`src/rtl/brick_pkg.sv`:
```
// brick_pkg: brick grid geometry, ball size and scanner state encoding
package brick_pkg;
  localparam int NUM_BLOCKS = 10;
  localparam int COLS = 5;
  localparam int ROWS = NUM_BLOCKS / COLS;
  localparam int X_ORG = 40;
  localparam int Y_ORG = 40;
  localparam int BLK_W = 100;
  localparam int BLK_H = 20;
  localparam int GAP = 10;
  localparam int BALL_SZ = 8;
  localparam int CW = 11;
  localparam int X_PITCH = BLK_W + GAP;
  localparam int Y_PITCH = BLK_H + GAP;
  localparam int IW = $clog2(NUM_BLOCKS);
  localparam int COL_W = $clog2(COLS);
  localparam int ROW_W = ROWS > 1 ? $clog2(ROWS) : 1;
  typedef enum logic [1:0] {IDLE, SCAN, REPORT} state_t;
endpackage

```
`src/rtl/block_collision_scanner_if.sv`:
```
// block_collision_scanner_if: frame request in, collision/bounce report out
interface block_collision_scanner_if;
  import brick_pkg::*;
  logic frame_tick;
  logic [CW-1:0] ball_x;
  logic [CW-1:0] ball_y;
  logic [NUM_BLOCKS-1:0] alive;
  logic [NUM_BLOCKS-1:0] collide;
  logic flip_x;
  logic flip_y;
  logic busy;
  logic done;
  modport master(output frame_tick, ball_x, ball_y, alive, input collide, flip_x, flip_y, busy, done);
  modport slave(input frame_tick, ball_x, ball_y, alive, output collide, flip_x, flip_y, busy, done);
endinterface

```
`src/rtl/rect_overlap.sv`:
```
// rect_overlap: strict ball/brick overlap test and shallower-penetration bounce axis
module rect_overlap
  import brick_pkg::*;
(
  input  logic [CW-1:0] bx,
  input  logic [CW-1:0] by,
  input  logic [CW-1:0] x0,
  input  logic [CW-1:0] y0,
  output logic          hit,
  output logic          use_flip_x
);
  localparam logic [CW:0] SZ = (CW+1)'(BALL_SZ);
  localparam logic [CW:0] W = (CW+1)'(BLK_W);
  localparam logic [CW:0] H = (CW+1)'(BLK_H);
  logic [CW:0] bl, br, bt, bb, xl, xr, yt, yb, px, py;
  assign bl = {1'b0, bx};
  assign bt = {1'b0, by};
  assign xl = {1'b0, x0};
  assign yt = {1'b0, y0};
  assign br = bl + SZ;
  assign bb = bt + SZ;
  assign xr = xl + W;
  assign yb = yt + H;
  assign hit = bl < xr && br > xl && bt < yb && bb > yt;
  // penetration depths only meaningful when hit is set
  assign px = (br - xl) < (xr - bl) ? br - xl : xr - bl;
  assign py = (bb - yt) < (yb - bt) ? bb - yt : yb - bt;
  assign use_flip_x = px < py;
endmodule

```
`src/rtl/block_collision_scanner.sv`:
```
// block_collision_scanner: per-frame sequential ball-vs-brick scan, first live hit wins
module block_collision_scanner
  import brick_pkg::*;
(
  input logic clk,
  input logic rst,
  block_collision_scanner_if.slave bus
);
  state_t state, state_nx;
  logic [IW-1:0] idx;
  logic [COL_W-1:0] col;
  logic [ROW_W-1:0] row;
  logic [CW-1:0] bx, by, x0, y0;
  logic ov, use_fx, hit, last;
  rect_overlap u_ov (.bx(bx), .by(by), .x0(x0), .y0(y0), .hit(ov), .use_flip_x(use_fx));
  assign hit = state == SCAN && ov && bus.alive[idx];
  assign last = idx == IW'(NUM_BLOCKS - 1);
  assign bus.busy = state != IDLE;
  always_comb begin
    state_nx = state == IDLE ? (bus.frame_tick ? SCAN : IDLE) :
               state == SCAN ? ((hit || last) ? REPORT : SCAN) : IDLE;
  end
  always_ff @(posedge clk or negedge rst) begin
    if (!rst) begin
      state <= IDLE;
      idx <= '0;
      col <= '0;
      row <= '0;
      bx <= '0;
      by <= '0;
      x0 <= '0;
      y0 <= '0;
      bus.collide <= '0;
      bus.flip_x <= 1'b0;
      bus.flip_y <= 1'b0;
      bus.done <= 1'b0;
    end else begin
      state <= state_nx;
      bus.done <= state == SCAN && state_nx == REPORT;
      bus.collide <= hit ? {{(NUM_BLOCKS-1){1'b0}}, 1'b1} << idx : '0;
      bus.flip_x <= hit && use_fx;
      bus.flip_y <= hit && !use_fx;
      if (state == IDLE && bus.frame_tick) begin
        bx <= bus.ball_x;
        by <= bus.ball_y;
        idx <= '0;
        col <= '0;
        row <= '0;
        x0 <= CW'(X_ORG);
        y0 <= CW'(Y_ORG);
      end else if (state == SCAN) begin
        idx <= idx + 1'b1;
        // brick origin tracked incrementally along the row, wrapping to the next row
        col <= col == COL_W'(COLS - 1) ? '0 : col + 1'b1;
        row <= col == COL_W'(COLS - 1) ? row + 1'b1 : row;
        x0 <= col == COL_W'(COLS - 1) ? CW'(X_ORG) : x0 + CW'(X_PITCH);
        y0 <= col == COL_W'(COLS - 1) ? y0 + CW'(Y_PITCH) : y0;
      end
    end
  end
endmodule

```
`src/flat_wrapper.sv`:
```
// flat-port wrapper written by rule: the top's interface ports become plain ports
module block_collision_scanner_flat import brick_pkg::*;
  (clk, rst, bus_frame_tick, bus_ball_x, bus_ball_y, bus_alive, bus_collide, bus_flip_x, bus_flip_y, bus_busy, bus_done);
  block_collision_scanner_if bus_i ();
  input logic clk;
  input logic rst;
  input wire logic [$bits(bus_i.frame_tick)-1:0] bus_frame_tick;
  input wire logic [$bits(bus_i.ball_x)-1:0] bus_ball_x;
  input wire logic [$bits(bus_i.ball_y)-1:0] bus_ball_y;
  input wire logic [$bits(bus_i.alive)-1:0] bus_alive;
  output wire logic [$bits(bus_i.collide)-1:0] bus_collide;
  output wire logic [$bits(bus_i.flip_x)-1:0] bus_flip_x;
  output wire logic [$bits(bus_i.flip_y)-1:0] bus_flip_y;
  output wire logic [$bits(bus_i.busy)-1:0] bus_busy;
  output wire logic [$bits(bus_i.done)-1:0] bus_done;
  assign bus_i.frame_tick = bus_frame_tick;
  assign bus_i.ball_x = bus_ball_x;
  assign bus_i.ball_y = bus_ball_y;
  assign bus_i.alive = bus_alive;
  assign bus_collide = bus_i.collide;
  assign bus_flip_x = bus_i.flip_x;
  assign bus_flip_y = bus_i.flip_y;
  assign bus_busy = bus_i.busy;
  assign bus_done = bus_i.done;
  block_collision_scanner u_core (.clk(clk), .rst(rst), .bus(bus_i));
endmodule
```
`config.mk`:
```
export PLATFORM = sky130hd
export DESIGN_NAME = block_collision_scanner_flat
export DESIGN_NICKNAME = d
export VERILOG_FILES = /design/src/rtl/brick_pkg.sv /design/src/rtl/block_collision_scanner_if.sv /design/src/rtl/rect_overlap.sv /design/src/rtl/block_collision_scanner.sv /design/src/flat_wrapper.sv
export SDC_FILE = /design/constraint.sdc
export NUM_CORES = 1
export LEC_CHECK = 0
export ABC_AREA = 1
export CAP_MARGIN = 10
export CORE_UTILIZATION = 25
export CTS_CLUSTER_SIZE = 25
export DETAILED_ROUTE_END_ITERATION = 8
export GPL_TIMING_DRIVEN = 0
export SETUP_SLACK_MARGIN = 0.1
export SYNTH_ARGS = -nofsm -noshare
export SYNTH_HDL_FRONTEND = slang
export SYNTH_HIERARCHICAL = 1
export SYNTH_SLANG_ARGS = --single-unit
```
`constraint.sdc`:
```
create_clock -name clk -period 4.6 [get_ports clk]
set_input_delay 0.92 -clock clk [delete_from_list [all_inputs] [get_ports clk]]
set_output_delay 0.92 -clock clk [all_outputs]
set_load 0.05 [all_outputs]
```
==> results.sh <==
export IMPL_synth_simple_gate_area_share_pct=30.6
export IMPL_fmax_mhz=229
export IMPL_viasPerCell=4.42
export IMPL_drc_errors=0
export IMPL_grt_setup_unrepaired="true"
export IMPL_clk_latency_ns=0.34
export IMPL_path_class="flop to flop"
export IMPL_min_from="u_core/col[0]$_DFFE_PN0P_"
export IMPL_clk_path_buf_depth=2
export IMPL_fin_worst_skew_ns=0.00570
export IMPL_period_share_pct=94.8
export IMPL_crit_start="u_core/x0[2]$_DFFE_PN0P_"
export IMPL_numCtsBuffers=9
export IMPL_hold_buffers=0
export IMPL_finalWeightedCongestion=0.873
export IMPL_synth_top_family_by_area="simple AND/OR/NAND/NOR gates"
export IMPL_arrival_ns=4.63
export IMPL_dieArea_um2=28900
export IMPL_pin_count=49
export IMPL_vias=6672
export IMPL_hold_viol_final=0
export IMPL_row_count=61
export IMPL_netlist_area_um2=7060
export IMPL_synthMuxAreaShare_pct=0
export IMPL_totalWireLength_mm=18.5
export IMPL_max_stage_delay_ns=0.41
export IMPL_fin_nets=1253
export IMPL_synth_edf_count=0
export IMPL_reg2regPathDepth=31
export IMPL_gr_usage_all_layers_pct=12.9
export IMPL_grt_first_pass_wirelength_mm=30.2
export IMPL_syn2layout_area_growth_pct=25.5
export IMPL_io_buffer_count=48
export IMPL_coreArea_um2=27800
export IMPL_postSynthCellCount=1041
export IMPL_die_y_um=170
export IMPL_cts_tree="built"
export IMPL_cts_reportedPaths_clkPinSlew_ns=0.06
export IMPL_cp_start_kind="flop"
export IMPL_grt_max_degree=65
export IMPL_hold_ws_ns=0.504
export IMPL_synthAdderAreaFrac_pct=16.9
export IMPL_dp_hpwl_mm=14.5
export IMPL_synth_seq_area_share_pct=22.7
export IMPL_die_w_um=170
export IMPL_hold_depth=1
export IMPL_final_util_pct=31.9
export IMPL_end_kind="flop"
export IMPL_firstDrtPassIters=5
export IMPL_drive_above_1_share_pct=15.7
export IMPL_initial_core_util_pct=25.4
export IMPL_required_ns=4.87
export IMPL_diodes=0
export IMPL_cp_max_fo=7
export IMPL_drt_iter0_drc=244
export IMPL_synth_cell_types=51
export IMPL_wl_per_cell_um=12.3
export IMPL_ys_flop_type="dfrtp_1"
export IMPL_antenna_found_initial=0
export IMPL_drv_cap=0
export IMPL_htreeDepth=3
export IMPL_synth_compound_area_share_pct=11.8
export IMPL_grt_overflow=0
export IMPL_maxSlewViolCount=0
export IMPL_ant_nets=0
export IMPL_grt_pass1_vias=6399
export IMPL_synthArstFlopShare_pct=100
export IMPL_synth_xor_area_share_pct=6.68
export IMPL_cts_root_buf="clkbuf_16"
export IMPL_finalCriticalPeriod_ns=4.36
export IMPL_clock_sinks=64
export IMPL_cp_slowest_cell="dfrtp_1"
export IMPL_setup_viol=0
export IMPL_timing_rr_start="u_core/x0[2]$_DFFE_PN0P_"
export IMPL_ys_seq_elements=64
export IMPL_maxSlewHeadroom_pct=44.0
export IMPL_min_path_type="flop to flop"
export IMPL_status="complete, no violations"
export IMPL_ys_warn_count=6
export IMPL_worst_slew_pin_slew_ns=0.841
export IMPL_avgSynthCellArea_um2=6.78
critical path, delay by kind of cell, from the launching register on:
family | cells | cell delay, ns
AO/OA/AOI/OAI | 8 | 1.18
XOR/XNOR | 1 | 0.14
adder cells (fa/ha/maj) | 4 | 0.94
buffers and inverters | 5 | 0.48
flip-flops | 1 | 0.41
AND/OR/NAND/NOR | 13 | 1.15
synth_stat cells, types with 14 or more instances:
master	instances	share of area, %
nand4_1	14	1.2
nor3_1	20	1.4
o21ai_0	14	0.99
dfrtp_1	64	23
nand2_1	282	15
inv_1	170	9.0
nor2_1	74	3.9
a21oi_1	53	3.8
o21ai_1	30	2.1
xor2_1	44	5.5
ha_1	89	16
nand3_1	61	4.3
through the flow:
stage               setup WS (ns)  setup TNS [ns]  instance area [µm²]  cells
floorplan                   0.385               0                 7070   1044
global placement           -0.392          -0.756                 8020   1470
detailed placement         -0.382          -0.739                 8020   1470
CTS                         0.101               0                 8460   1495
global route              -0.0844          -0.124                 8860   1508
finish                      0.240               0                 8860   1508
metal layers:
| metal | wire length, µm | GRT usage (%) | share of wire (%) |
|---|---|---|---|
| met5 | 0 | 0 | 0 |
| met4 | 399 | 4.39 | 2.2 |
| met3 | 621 | 1.79 | 3.3 |
| met2 | 9060 | 22.6 | 49 |
| met1 | 8460 | 16.2 | 46 |
placed cells by master, fill, tap and decap left out, drive strengths merged, types with 2 or more instances in the layout:
cell	netlist	routed
and2	3	3
xor2	45	45
ha	89	89
a21o	4	4
nand3	69	69
clkinv	1	4
a21oi	58	58
clkdlybuf4s50	0	47
xnor2	8	8
a31oi	5	5
o21bai	3	3
nand4	14	14
nand2	293	293
conb	1	4
o22ai	2	2
inv	184	184
nor2	79	79
buf	9	32
o211ai	5	5
o31ai	2	2
dfrtp	64	64
clkbuf	5	15
a21boi	5	5
nor3	28	28
nand3b	3	3
clkinvlp	0	2
o21ai	52	52
fa	4	4
kinds of logic (layout without fill, tap and decap cells):
family / Yosys count / in the layout
flip-flops: 64 / 64
adder cells (fa/ha/maj): 93 / 93
other: 1 / 4
XOR/XNOR: 53 / 53
AND/OR/NAND/NOR: 492 / 492
buffers and inverters: 199 / 285
AO/OA/AOI/OAI: 139 / 139
registers in the layout, indices dropped and copies added (netlist names):
name                flops
u_core/idx              4
u_core/bus.collide     10
u_core/x0              10
u_core/bus.done         1
u_core/bus.flip_y       1
u_core/by              11
u_core/bx              11
u_core/bus.flip_x       1
u_core/state            2
u_core/col              3
u_core/y0              10
final cells by class:
class                      count  area, µm²
timing repair buffer          70        647
fill                        3022      18900
clock buffer                  10        239
tap                          378        473
multi-input combinational    781       5010
buffer                        14        101
clock inverter                 6       67.6
sequential                    64       1620
inverter                     185        709
path summary, 6_finish.rpt:
kind	to	slack (ns)
worst max-delay path	u_core/bus.flip_x$_DFF_PN0_	0.24
worst min register to register	u_core/col[0]$_DFFE_PN0P_	0.50
min in group asynchronous	u_core/x0[8]$_DFFE_PN0P_	0.69
worst min-delay path	u_core/col[0]$_DFFE_PN0P_	0.50
worst max register to register	u_core/bus.flip_x$_DFF_PN0_	0.24
max in group asynchronous	u_core/y0[7]$_DFFE_PN0P_	3.30
timing repair:
action                                  CTS  global route
pin swaps                                 5            43
endpoints found under the setup margin    2             2
setup buffers                             9            13
resized for setup                        15            71
Power is not shown: default switching activity piles up to over one toggle a cycle in this logic, so the estimate is an artifact.
